===== src/rtl/elevator_scheduler.sv =====
// ============================================================================
// Module  : elevator_scheduler
// Purpose : Single-car elevator controller. Latches floor calls, travels
//           toward them with a fixed per-floor travel time, opens the door
//           for a fixed dwell at each served floor, and keeps going in the
//           current direction while any request remains ahead.
// Rev     : 1.0  initial release
// ============================================================================
`default_nettype none

module elevator_scheduler #(
  parameter int NUM_FLOORS   = 10,
  parameter int TRAVEL_TICKS = 10000000,
  parameter int DOOR_TICKS   = 20000000
) (
  input  logic                  clk,
  input  logic                  rst_n,
  input  logic [NUM_FLOORS-1:0] call_req,
  output logic [3:0]            current_floor,
  output logic [NUM_FLOORS-1:0] pending,
  output logic [1:0]            state,
  output logic                  door_open,
  output logic                  idle
);

  typedef enum logic [1:0] {
    S_IDLE = 2'b00,
    S_DOOR = 2'b01,
    S_UP   = 2'b10,
    S_DOWN = 2'b11
  } state_t;

  localparam logic [31:0] TRAVEL_LAST = 32'(TRAVEL_TICKS - 1);
  localparam logic [31:0] DOOR_LAST   = 32'(DOOR_TICKS - 1);
  localparam logic [3:0]  TOP_FLOOR   = 4'(NUM_FLOORS - 1);

  state_t                  st;
  logic                    dir_up;
  logic [31:0]             travel_cnt;
  logic [31:0]             dwell_cnt;

  logic [31:0]             cf32;
  logic [NUM_FLOORS-1:0]   here_mask;
  logic [NUM_FLOORS-1:0]   above_mask;
  logic [NUM_FLOORS-1:0]   below_mask;
  logic [NUM_FLOORS-1:0]   next_mask;
  logic [3:0]              next_floor;
  logic                    at_edge;
  logic                    pend_here;
  logic                    any_above;
  logic                    any_below;
  state_t                  d_state;
  logic                    d_dir;

  assign state = st;
  assign cf32  = {28'd0, current_floor};

  // Floor masks relative to the car position (avoids narrow-index selects).
  always_comb begin
    here_mask  = '0;
    above_mask = '0;
    below_mask = '0;
    next_mask  = '0;
    for (int i = 0; i < NUM_FLOORS; i++) begin
      here_mask[i]  = (32'(i) == cf32);
      above_mask[i] = (32'(i) > cf32);
      below_mask[i] = (32'(i) < cf32);
      if (st == S_UP) next_mask[i] = (32'(i) == cf32 + 32'd1);
      else            next_mask[i] = (32'(i) + 32'd1 == cf32);
    end
  end

  // Arrival floor for the current move and whether it is a shaft end.
  always_comb begin
    next_floor = (st == S_UP) ? current_floor + 4'd1 : current_floor - 4'd1;
    at_edge    = (st == S_UP) ? (next_floor == TOP_FLOOR) : (next_floor == 4'd0);
  end

  // Scheduling decision from the registered request mask and direction.
  always_comb begin
    pend_here = |(pending & here_mask);
    any_above = |(pending & above_mask);
    any_below = |(pending & below_mask);
    d_state   = S_IDLE;
    d_dir     = dir_up;
    if (pend_here) begin
      d_state = S_DOOR;
    end else if (any_above && (dir_up || !any_below)) begin
      d_state = S_UP;
      d_dir   = 1'b1;
    end else if (any_below) begin
      d_state = S_DOWN;
      d_dir   = 1'b0;
    end
  end

  // Controller state, request latching, counters and registered flags.
  always_ff @(posedge clk or negedge rst_n) begin
    if (!rst_n) begin
      st            <= S_IDLE;
      current_floor <= '0;
      pending       <= '0;
      dir_up        <= 1'b1;
      travel_cnt    <= '0;
      dwell_cnt     <= '0;
      door_open     <= 1'b0;
      idle          <= 1'b1;
    end else begin
      pending <= pending | call_req;
      case (st)
        S_IDLE: begin
          st        <= d_state;
          dir_up    <= d_dir;
          door_open <= (d_state == S_DOOR);
          idle      <= (d_state == S_IDLE);
          if (d_state == S_DOOR) pending <= (pending | call_req) & ~here_mask;
        end
        S_DOOR: begin
          // A call at the open floor only extends the dwell; it never latches.
          pending <= (pending | call_req) & ~here_mask;
          if (|(call_req & here_mask)) begin
            dwell_cnt <= '0;
          end else if (dwell_cnt == DOOR_LAST) begin
            dwell_cnt <= '0;
            st        <= d_state;
            dir_up    <= d_dir;
            door_open <= (d_state == S_DOOR);
            idle      <= (d_state == S_IDLE);
          end else begin
            dwell_cnt <= dwell_cnt + 32'd1;
          end
        end
        default: begin
          if (travel_cnt == TRAVEL_LAST) begin
            travel_cnt    <= '0;
            current_floor <= next_floor;
            if (|(pending & next_mask)) begin
              st        <= S_DOOR;
              door_open <= 1'b1;
              idle      <= 1'b0;
              pending   <= (pending | call_req) & ~next_mask;
            end else if (at_edge) begin
              // Defensive stop at a shaft end with nothing to serve there.
              st        <= S_IDLE;
              door_open <= 1'b0;
              idle      <= 1'b1;
            end
          end else begin
            travel_cnt <= travel_cnt + 32'd1;
          end
        end
      endcase
    end
  end

endmodule

`default_nettype wire


===== config.mk =====
export PLATFORM = sky130hd
export DESIGN_NAME = elevator_scheduler
export DESIGN_NICKNAME = d
export VERILOG_FILES = /design/src/rtl/elevator_scheduler.sv
export SDC_FILE = /design/constraint.sdc
export NUM_CORES = 1
export LEC_CHECK = 0
export ABC_AREA = 1
export CAP_MARGIN = 20
export CORE_MARGIN = 1.5
export CORE_UTILIZATION = 55
export DETAILED_ROUTE_END_ITERATION = 6
export GPL_TIMING_DRIVEN = 1
export PLACE_DENSITY = 0.75
export RECOVER_POWER = 50
export SLEW_MARGIN = 15
export SYNTH_ARGS = -nofsm -noshare
export SYNTH_HDL_FRONTEND = slang
export SYNTH_SLANG_ARGS = --single-unit

===== constraint.sdc =====
create_clock -name clk -period 2.3 [get_ports clk]
set_input_delay 0.575 -clock clk [delete_from_list [all_inputs] [get_ports clk]]
set_output_delay 0.575 -clock clk [all_outputs]
set_load 0.1 [all_outputs]

# [Yosys cells after proc, flatten, opt, wreduce, memory -nomap -nowiden]
# Cells that the tools add are included.
[op_classes] add_sub_neg=5 n_lt_le_gt_ge=20 eq_ne=27 mux=46 n_bitwise=11 n_reduce_logical=20
[ops] operator="$eq A3 B32 Y1 const A" n=4
[ops] operator="$mux W32" n=3
[ops] operator="$and A10 B10 Y10" n=7
[ops] operator="$add A32 B1 Y32 const B" n=2
[ops] operator="$eq A2 B32 Y1 const A" n=2
[ops] operator="$logic_not A32 Y1" n=2
[ops] operator="$reduce_or A10 Y1" n=5
[ops] operator="$eq A1 B32 Y1 const A" n=1
[ops] operator="$eq A32 B24 Y1 const B" n=1
[ops] operator="$eq A32 B25 Y1 const B" n=1
[ops] operator="$eq A4 B32 Y1 const A" n=1
[ops] operator="$mux W10" n=3
[ops] operator="$mux W1" n=26
[ops] operator="$not A10 Y10" n=2
[ops] operator="$pmux W10 S2" n=1
[ops] operator="$eq A3 B4 Y1 const A" n=4
[ops] operator="$gt A3 B4 Y1 const A" n=4
[ops] operator="$lt A3 B4 Y1 const A" n=4
[ops] operator="$mux W2" n=8
[ops] operator="$eq A4 B4 Y1 const A" n=3
[ops] operator="$or A10 B10 Y10" n=1
[ops] operator="$eq A2 B4 Y1 const A" n=2
[ops] operator="$gt A1 B4 Y1 const A" n=2
[ops] operator="$gt A2 B4 Y1 const A" n=2
[ops] operator="29 further kinds" n=38
[totals] ff_bits=83 input_bits=12 wordCells=137

# [Depth between registers and ports, before layout]
# Gate-level depths: netlist (run 1).
[logic_depth] depth_word=12 depth_mapped=15 depth_no_buf=14

# [Least setup slack after synthesis (run 1)]
# OpenSTA, ideal clock, no wires.
[synth_timing] kind="register -> register" startpoint="reg current_floor[0]" endpoint="reg dwell_cnt[25]" setup_ps=71 arrival_ps=2625 required_time_ps=2229 setup_slack_ps=-397 stages_incl_launch_ff=14 path_buffers=1 synth_period_minus_slack_ps=2697 cell_sequence="dfrtp_1 > inv_2 > ha_1 > inv_1 > nor2_1 > nand2_1 > nand2_1 > nor2_1 > and2_1 > nand2_4 > nor2_4 > nor2_8 > buf_4 > nor2_1"
[synth_between] elab_chain_cells=4
[synth_lines] element="start: declaration" line_no="19" rtl="output logic [3:0] current_floor,"
[synth_lines] element="start signal: assignment" line_no="136" rtl="current_floor <= next_floor;"
[synth_lines] element="$logic_not A32 Y1 (tied with other cells)" line_no="65" rtl="here_mask[i] = (32'(i) == cf32);"
[synth_lines] element="$and A10 B10 Y10 (*)" line_no="121" rtl="if (|(call_req & here_mask)) begin"
[synth_lines] element="$reduce_or A10 Y1 (*)" line_no="121"
[synth_lines] element="$mux W32 (*)" line_no="121"
[synth_lines] element="end signal: assignment" line_no="130" rtl="dwell_cnt <= dwell_cnt + 32'd1;"
[synth_lines] element="end: declaration" line_no="40" rtl="logic [31:0] dwell_cnt;"
# Mark *: on every way between the ends. The rest lies on a longest branch, timed or not.
# A chain may end at the register's enable or synchronous reset.

# [Worst setup path after layout (run 1)]
[layout_timing] startpoint="reg current_floor[2]" endpoint="reg dwell_cnt[15]"
# The elaborated chain is that of the path after synthesis.

==> summary.md, run 1 <==
| Metric | Value |
|---|---|
| Outcome | completed |
| Number of diodes | 0 |
| HPWL Detailed | around 12,000 microns |
| Worst EP required | between 2 and 3 ns |
| Row count | 37 |
| Cell taking the most area after synthesis | dfrtp_1 |
| Max IR drop VDD | 0.000884 V |
| EDFF count, synth | 0 |
| Top layer in use | met4 |
| P per Cell Area | ~920 mW/mm^2 |
| CTS H-tree depth | 3 |
| Clk sinks | 83 |
| Inserted Clock Buffers | 9 |
| Final WL | around 16,000 microns |
| Tot GR Track Use | between 20% and 30% |
| Final period util | between 90% and 100% |
| RSZ-0062 raised after global routing | yes |
| Initial antenna violation count | 0 |
| Register area share after synthesis | 35.7% |
| Synth-to-layout area growth | 15.9% |
| Critical setup path kind | reg2reg |
| I/O pin cnt | 30 |
| Met2 WL | between 7000 and 8000 microns |
| Clk root buf | clkbuf_8 |
| Most frequent cells in the layout | nand2_1 (190), inv_1 (105), nor2_1 (89), dfrtp_1 (77), nand3_1 (62) |
| Placed cell count | between 900 and 1,000 |
| CP top delay family | simple AND/OR/NAND/NOR gates |
| DR WL/cell | ~16 microns |
| Share of layout cells above drive strength 1 | 15.2% |
| #FFs+latches synth | 83 |
| Worst-margin pin slew | about 0.78 ns |
| Clock Skews | ~0.013 ns |
| Worst slew margin | 47.9% |
| Leak pwr | between 3 and 4 nW |
| Final Wtd Congestion | approximately 0.95 |
| Post-synth top area share | between 30% and 40% |
| Minimum clock period | between 2 and 2.5 ns |
| First-pass GRT wire length | approximately 26,000 microns |
| Kind of end point of the critical path | flip-flop |
| Crit-path max FO | 13 |
| CTS tree | yes |
| Final setup fails | 0 |
| PortBufs | 29 |
| Worst EP arrival | between 2 and 3 ns |
| Vias/cell | approximately 5.5 |
| Crit-path slowest cell | dfrtp_2 |
| Clk Latency, worst-skew pair | about 0.39 ns |
| M1 WL | 7110 microns |
| Async S/R FF share, synth | 100% |
| Die ar. | 0.0112 sq mm |
| Most frequent cell on the critical path | nand2_1 |
| Die span in x | 106 microns |
| Leading cell type in the layout, fill and taps excluded | nand2_1 |
| Met3 wire len | 911 microns |
| Worst path bufs/invs | 2 |
| Die Ht | about 110 microns |
| Syn Nets | ~840 |
| CTS Buffer Depth | 2 |
| Gate count after technology mapping | about 820 |
| Max Cap Viol | 0 |
| Drt pass-1 iters | 4 |
| Final Non-Filler Cells | slightly above 1,000 |
| Initial Utilization | between 50% and 60% |
| Worst Setup Start Kind | flip-flop |
| Total power | 6.19 mW |
| CORE AREA | between 0.01 and 0.015 sq mm |
| Critical-path cell list | inv_1 > nand2_1 > nor3_4 > nand2_1 > nand2_1 > nor2_1 > and2_4 > nand2_4 > nor2_4 > nor2_4 > buf_12 > nor3_2 |
| Mapped cell area | between 0.005 and 0.006 sq mm |
| Max-slew violations | 0 |
| Largest stage delay, worst path | around 0.59 ns |
| Cell variety after synth | 47 |
| Pin count of the biggest net entering global routing | 46 |
| FMAX | 0.451 GHz |
| Via Count | between 5,000 and 6,000 |
| DRC | 0 |
| Syn. warnings | 0 |
| Ranking of synthesized cells by area | dfrtp_1 (35%), nand2_1 (12%), inv_1 (6.8%) |
| Total overflow reported by the global router | 0 |
| Final-report hold violation count | 0 |
| 1st-iter DRT viols | around 410 |
| Vias in the first global route | roughly 5,400 |
| ANT nets after route | 0 |
| Nets | between 800 and 900 |
| Clock-pin slew on the worst setup and hold paths | roughly 0.09 ns |
| Hold WC Path Type | reg2reg |
| Avg Synthesized Cell Area | between 7 and 8 sq um |
| Most common flop cell mapped by yosys | dfrtp_1 |
state kept, by name, summed over array words and instances (netlist names):
signal / count
pending: 10
dwell_cnt: 32
dir_up: 1
travel_cnt: 32
state: 2
idle: 1
current_floor: 4
door_open: 1
area by class of cell:
cell class	count	area, sq um
fill	949	3560
sequential	83	2090
timing repair buffer	58	526
tap	136	170
clock buffer	9	124
multi-input combinational	605	3320
inverter	112	425
clock inverter	7	106
cells in the mapped netlist, drive strengths merged, types with 3 or more instances:
master	instances
xor2	37
dfrtp	81
or2	4
nand4	28
o21a	3
o21ai	34
nand3b	3
ha	10
o31ai	4
nor3b	5
and3	3
clkbuf	6
inv	112
nor2	108
a21oi	25
nand2	200
nand3	69
nor3	41
buf	10
nor4	16
xnor2	4
final timing paths:
path / from / endpoint / slack (ns) / cells after the start
max reg2reg: current_floor[2] / dwell_cnt[15] / 0.08 / 12
min: idle / idle / 0.48 / 2
max: current_floor[2] / dwell_cnt[15] / 0.08 / 12
max in group asynchronous: rst_n / travel_cnt[21] / 0.47 / 3
min in group asynchronous: rst_n / current_floor[3] / 0.66 / 2
min reg2reg: idle / idle / 0.48 / 2
cells by family (layout without fill, tap and decap cells):
family | after synthesis | after routing | share of synthesized area, %
AOI/OAI and AO/OA | 72 | 72 | 6.80
adders and majority gates | 10 | 10 | 2.15
and+or+nand+nor | 480 | 481 | 39.9
xor gates and xnor gates | 41 | 41 | 6.16
muxes | 1 | 1 | 0.172
DFF | 83 | 83 | 35.7
buffers and inverters | 128 | 186 | 9.12
power breakdown:
| part | internal (mW) | switching, mW |
|---|---|---|
| Clock | 0.632 | 0.621 |
| Combinational | 0.777 | 1.92 |
| Sequential | 1.77 | 0.465 |
| Total | 3.18 | 3.01 |
per-layer routing:
| metal | vias to the layer above | GRT usage [%] |
|---|---|---|
| li1 | 2750 | - |
| met3 | 37 | 6.32 |
| met5 | - | 0 |
| met2 | 190 | 46.9 |
| met1 | 2607 | 39.6 |
| met4 | 0 | 12.6 |
stage by stage:
step / TNS (ns) / area (sq um) / hold slack, ns / worst slack, ns / utilization, %
after global routing: -0.0614 / 6760 / 0.512 / -0.0254 / 65.5
after CTS: 0 / 6620 / 0.487 / 0.0390 / 64.1
after global placement: 0 / 6380 / 0.406 / 0.0903 / 61.8
after floorplan: 0 / 5840 / 0.279 / 0.0119 / -
final: 0 / 6760 / 0.480 / 0.0810 / 65.5
after detailed placement: 0 / 6380 / 0.408 / 0.0628 / 61.8
worst register-to-register path: stages, from the launching register on:
cell	delay (ns)
dfrtp_2	0.59
inv_1	0.11
nand2_1	0.23
nor3_4	0.09
nand2_1	0.07
nand2_1	0.05
nor2_1	0.16
and2_4	0.19
nand2_4	0.06
nor2_4	0.24
nor2_4	0.08
buf_12	0.15
nor3_2	0.14
what timing repair did:
action | 4_1_cts | 5_1_grt
gates resized for setup | 0 | 20
endpoints found under the setup margin | 0 | 38
endpoints found under the hold margin | 6 | 0
hold buffers | 1 | 0
setup buffers | 0 | 5
Note: power is estimated with default switching activity, not from simulation.
==> run 2, diff against run 1 <==
--- a/config.mk
+++ b/config.mk
@@ -13,6 +13,7 @@
 export GPL_TIMING_DRIVEN = 1
 export PLACE_DENSITY = 0.75
 export RECOVER_POWER = 50
+export REMOVE_ABC_BUFFERS = 1
 export SLEW_MARGIN = 15
 export SYNTH_ARGS = -nofsm -noshare
 export SYNTH_HDL_FRONTEND = slang
==> run 2 against run 1 <==
Net effect: the run now ends with DRC, capacitance limit, slew limit left; highest routed layer unchanged; non-clock buffer count fell by 1; fmax increased by 1.8%; core utilization decreased by 0.76 points; die area is the same; clock skew down 0.0017 ns; hold slack better by 0.0091 ns; first-iteration DRC count is 8.1% higher; flip-flop and latch count stayed put; routed wire length shrank 4.9%; critical path type unchanged; sequential power is essentially flat; critical endpoint is now travel_cnt[28]; critical path depth is 1 lower.
==> summary.md, run 2 (synthesis results as in run 1) <==
| Metric | Value |
|---|---|
| RSZ-0062 raised after global routing | yes |
| Leading cell type in the layout, fill and taps excluded | nand2_1 |
| ANT nets after route | 0 |
| Worst EP arrival | approximately 2.4 ns |
| Die Ht | approximately 110 microns |
| Max Cap Viol | 1 |
| Row count | 37 |
| Final period util | 94.8% |
| Stages on worst setup path | 11 |
| Die span in x | roughly 110 microns |
| Fill count | 915 |
| Critical-path cell list | ha_1 > nand2_1 > nor3b_4 > nand3_2 > nor3_4 > nand2_2 > nor2_4 > nand2_2 > nor2_2 > nand2_1 > xor2_1 |
| Largest stage delay, worst path | roughly 0.38 ns |
| Crit-path max FO | 3 |
| Clock-pin slew on the worst setup and hold paths | around 0.08 ns |
| Reg-to-Reg Start | travel_cnt[0] |
| Max-slew violations | 35 |
| Worst path bufs/invs | 0 |
| Final setup fails | 0 |
| Placed instance area | 0.00637 sq mm |
| Critical setup path kind | reg2reg |
| CTS H-tree depth | 3 |
| Nets | slightly below 900 |
| First-pass GRT wire length | approximately 25,000 microns |
| Leak pwr | 3.13 nW |
| Power share of the combinational group | a little under half |
| Die ar. | between 0.01 and 0.015 sq mm |
| Final-report hold violation count | 0 |
| Total negative slack | 0 ns |
| Total overflow reported by the global router | 0 |
| Worst-margin pin slew | 1.87 ns |
| Failing checks | DRC, capacitance limit, slew limit |
| Crit path from | travel_cnt[0] |
| CP top delay family | simple AND/OR/NAND/NOR gates |
| Minimum clock period | 2.18 ns |
| Hold WC Path Type | reg2reg |
| Clk root buf | clkbuf_8 |
| DRC | 1 |
| Top flop regs | dwell_cnt (32), travel_cnt (32), pending (10) |
| Critical Path End | travel_cnt[28] |
| Clk sinks | a little over 80 |
| CTS tree | yes |
| P per Cell Area | 899 mW/mm^2 |
| Sequential Power Share | a little under two fifths |
| CTS Buffer Depth | 2 |
| Kind of end point of the critical path | flip-flop |
| Switching power | between 2 and 3 mW |
| Design area | 0.00668 sq mm |
| Worst slew margin | -24.9% |
| Pin count of the biggest net entering global routing | 35 |
| Inserted Clock Buffers | 9 |
| CORE AREA | roughly 0.010 sq mm |
| Most frequent cells in the layout | nand2_1 (191), inv_1 (104), nor2_1 (86), dfrtp_1 (79), nand3_1 (63) |
| DR WL/cell | 14.9 microns |
| Vias in the first global route | between 5,000 and 6,000 |
| Tot GR Track Use | roughly 28% |
| Worst Setup Start Kind | flip-flop |
| Switching share of power | a little under 50% |
| Pint | between 3 and 4 mW |
| 1st-iter DRT viols | 441 |
| R2r worst-path depth | 11 |
| Initial antenna violation count | 0 |
| Initial Utilization | between 50% and 60% |
| Vias/cell | 5.50 |
| I/O pin cnt | 30 |
| Outcome | complete, but fails checks |
| Clock share of power | 17.7% |
| Synth-to-layout area growth | 14.6% |
| FMAX | approximately 0.46 GHz |
| Placed cell count | approximately 980 |
| Final Wtd Congestion | 1.04 |
| Reg2reg end | travel_cnt[28] |
| Number of diodes | 0 |
| Clock Skews | 0.0113 ns |
| Crit-path slowest cell | dfrtp_1 |
| Worst EP required | 2.56 ns |
| Final WL | ~15,000 microns |
| PortBufs | 29 |
| Final Non-Filler Cells | 1,009 |
| Drt pass-1 iters | 7 |
| Max IR drop VDD | about 0.00084 V |
| Via Count | approximately 5,500 |
| Clk Latency, worst-skew pair | about 0.37 ns |
| Share of layout cells above drive strength 1 | about 15% |
| HPWL Detailed | ~11,000 microns |
| R2R setup slack | 0.12 ns |
run 2: cell types whose count changed in the layout (fill, tap and decap cells not counted), sizes merged:
cell | before | now
inv | 116 | 111
clkinv | 1 | 4
buf | 43 | 44
bufinv | 2 | 1
clkbuf | 13 | 14
clkinvlp | 0 | 1
dlygate4sd3 | 1 | 0
run 2: what timing repair did:
item,CTS,global route
hold endpoints to repair,0,0
buffers inserted,0,8
setup endpoints to repair,0,46
resized for setup,0,15
hold buffers,0,0
run 2: metrics by stage:
| stage | setup slack, ns | util (%) | hold WS [ns] | power, mW |
|---|---|---|---|---|
| floorplan | -0.586 | - | 0.279 | 4.04 |
| global placement | 0.121 | 61.8 | 0.474 | 4.76 |
| detailed placement | 0.0592 | 61.8 | 0.484 | 4.82 |
| CTS | 0.0358 | 63.5 | 0.160 | 5.88 |
| global route | -0.0229 | 64.7 | 0.513 | 6.36 |
| finish | 0.120 | 64.7 | 0.489 | 6.00 |
run 2: worst reg2reg max path, cell delays in order (launching register included):
cell and delay (ns):
dfrtp_1 0.38, ha_1 0.22, nand2_1 0.15, nor3b_4 0.29, nand3_2 0.16, nor3_4 0.19, nand2_2 0.12, nor2_4 0.12
nand2_2 0.08, nor2_2 0.14, nand2_1 0.09, xor2_1 0.14
run 2: layer usage:
metal	vias up	routed length [microns]	global-route usage, %
met2	171	7090	46.4
li1	2751	-	-
met1	2592	6750	36.5
met3	35	765	5.82
met4	0	410	11.0
met5	-	0	0
run 2: cell type report:
| class | count | area [sq um] | share of cell area, % |
|---|---|---|---|
| multi-input cells | 605 | 3270 | 48.9 |
| flip-flops and latches | 83 | 2080 | 31.2 |
| repair buffers | 57 | 547 | 8.19 |
| inverters | 112 | 429 | 6.42 |
| well taps | 136 | 170 | 2.55 |
| clock buffers | 11 | 131 | 1.97 |
| clock inverters | 5 | 53.8 | 0.805 |
run 2: power groups by stage:
stage	logic (mW)	registers (mW)	clock network [mW]
after CTS	2.60	2.20	1.08
final	2.74	2.21	1.06
after global routing	2.96	2.25	1.15
after detailed placement	2.60	2.22	0
after global placement	2.55	2.21	0
after floorplan	1.04	3.00	0
run 2: worst min-delay path by stage:
stage | from | end | slack, ns | cells after the start
2_1_floorplan | rst_n | current_floor[0] | 0.28 | 0
3_3_place_gp | idle | idle | 0.47 | 2
3_5_place_dp | travel_cnt[29] | travel_cnt[29] | 0.48 | 1
4_1_cts | rst_n | pending[2] | 0.16 | 1
5_1_grt | travel_cnt[0] | travel_cnt[0] | 0.51 | 1
6_report | travel_cnt[0] | travel_cnt[0] | 0.49 | 1
==> run 3, diff against run 2 <==
--- a/config.mk
+++ b/config.mk
@@ -14,6 +14,7 @@
 export PLACE_DENSITY = 0.75
 export RECOVER_POWER = 50
 export REMOVE_ABC_BUFFERS = 1
+export SETUP_SLACK_MARGIN = 0.15
 export SLEW_MARGIN = 15
 export SYNTH_ARGS = -nofsm -noshare
 export SYNTH_HDL_FRONTEND = slang
==> run 3 against run 2 <==
Net effect: the run now ends clean; fmax up 2.5%; design area is 4.7% higher; via count grew 4.1%; combinational power increased by 7.7%; worst setup slack better by 0.053 ns; global-route usage increased by 0.53 points; non-clock buffer count increased by 11; critical path depth is 2 higher; largest power group unchanged; highest routed layer unchanged.
==> summary.md, run 3 (synthesis results as in run 1) <==
| Metric | Value |
|---|---|
| Outcome | completed |
| Final Non-Filler Cells | around 1,000 |
| Crit-path slowest cell | dfrtp_2 |
| Die span in x | 106 microns |
| Most frequent cells in the layout | nand2_1 (184), inv_1 (100), nor2_1 (81), dfrtp_1 (78), nand3_1 (55) |
| R2R setup slack | 0.17 ns |
| Vias in the first global route | 5,517 |
| CORE AREA | 0.0103 sq mm |
| Placed instance area | around 0.0064 sq mm |
| Pin count of the biggest net entering global routing | 35 |
| Initial Utilization | 56.5% |
| Via Count | ~5,800 |
| Final-report hold violation count | 0 |
| HPWL Detailed | roughly 11,000 microns |
| Final WL | 15,800 microns |
| DR WL/cell | approximately 15 microns |
| Top flop regs | dwell_cnt (32), travel_cnt (32), pending (10) |
| PnR worst setup slack | about 0.17 ns |
| RSZ-0062 raised after global routing | yes |
| Vias/cell | 5.66 |
| Final setup fails | 0 |
| CTS tree | yes |
| Clk Latency, worst-skew pair | approximately 0.38 ns |
| CTS Buffer Depth | 2 |
| R2r worst-path depth | 13 |
| Worst slew margin | approximately two fifths |
| Nets | 902 |
| Final period util | between 90 and 100% |
| Clk root buf | clkbuf_8 |
| Synth-to-layout area growth | 20.0% |
| Util after Layout | roughly 68% |
| Hold slack | roughly 0.31 ns |
| Clock-pin slew on the worst setup and hold paths | about 0.09 ns |
| Die Ht | between 100 and 150 microns |
| CTS H-tree depth | 3 |
| First-pass GRT wire length | between 20,000 and 30,000 microns |
| Row count | 37 |
| Drt pass-1 iters | 5 |
| Total overflow reported by the global router | 0 |
| Share of layout cells above drive strength 1 | between 20 and 25% |
| Max Cap Viol | 0 |
| I/O pin cnt | 30 |
| DRC | 0 |
| Number of diodes | 0 |
| P per Cell Area | between 800 and 900 mW/mm^2 |
| Design area | roughly 0.007 sq mm |
| Kind of end point of the critical path | flip-flop |
| Worst Setup Start Kind | flip-flop |
| Tot GR Track Use | 28.7% |
| Reg2reg end | pending[7] |
| Total negative slack | 0 ns |
| Worst EP arrival | 2.42 ns |
| Max-slew violations | 0 |
| PortBufs | 29 |
| Crit-path max FO | 7 |
| Critical setup path kind | reg2reg |
| 1st-iter DRT viols | ~460 |
| FMAX | roughly 0.47 GHz |
| Max IR drop VDD | between 0.0008 and 0.0009 V |
| Placed cell count | approximately 980 |
| Pre-CTS setup slack | about 0.059 ns |
| Final Wtd Congestion | about 1.0 |
| Leading cell type in the layout, fill and taps excluded | nand2_1 |
| Reg-to-Reg Start | current_floor[1] |
| Inserted Clock Buffers | 9 |
| Worst EP required | 2.59 ns |
| Worst-margin pin slew | around 0.89 ns |
| Hold-fix buffers, CTS | 0 |
| Minimum clock period | ~2.1 ns |
| Largest stage delay, worst path | 0.48 ns |
| Leak pwr | between 3 and 4 nW |
| Hold WC Path Type | in2async |
| Clock Skews | 0.0175 ns |
| Critical-path cell list | ha_4 > nand2_4 > inv_2 > nor2_4 > inv_4 > nand3_2 > nand2_1 > nand2_1 > nand3_2 > nor2_4 > nand2_4 > buf_4 > a22oi_2 |
| ANT nets after route | 0 |
| Initial antenna violation count | 0 |
| Clk sinks | a little over 80 |
| Total power | roughly 6.2 mW |
| Die ar. | about 0.011 sq mm |
==> run 3: layer usage <==
metal	GRT usage [%]	routed length [microns]
met1	36.7	6870
met2	47.5	7610
met3	6.38	878
met4	11.2	446
met5	0	0
==> run 3: repair_timing <==
| action | 4_1_cts | 5_1_grt |
|---|---|---|
| endpoints found under the setup margin | 33 | 53 |
| pin swaps | 4 | 27 |
| gates resized for setup | 6 | 71 |
| hold endpoints to repair | 0 | 0 |
| cloned | 1 | 1 |
| setup buffers | 6 | 13 |
==> run 3: critical path, delay by kind of cell (launching register included) <==
family	cells	cell delay, ns
fa+ha+maj	1	0.21
compound gates	1	0.13
simple gates	8	0.94
buf+inv	3	0.30
flops	1	0.48
==> run 3: where the power goes <==
group | leakage, nW | internal [mW] | switching (mW)
registers | 1.08 | 1.78 | 0.448
clock network | 0.0971 | 0.500 | 0.571
logic | 2.07 | 0.913 | 2.04
==> run 3: how the worst max path moves through the flow <==
stage	start	endpoint	cells after the start
floorplan	state[1]	idle	11
global placement	current_floor[0]	dwell_cnt[11]	12
detailed placement	current_floor[0]	dwell_cnt[17]	12
CTS	current_floor[0]	idle	13
global route	state[1]	dwell_cnt[15]	12
finish	current_floor[1]	pending[7]	13
==> run 3: layout make-up <==
| cell class | instances | area [sq um] |
|---|---|---|
| Multi-Input combinational cell | 606 | 3500 |
| Fill cell | 862 | 3330 |
| Sequential cell | 83 | 2080 |
| Timing Repair Buffer | 68 | 628 |
| Inverter | 112 | 432 |
| Tap cell | 136 | 170 |
| Clock buffer | 11 | 131 |
| Clock inverter | 5 | 53.8 |
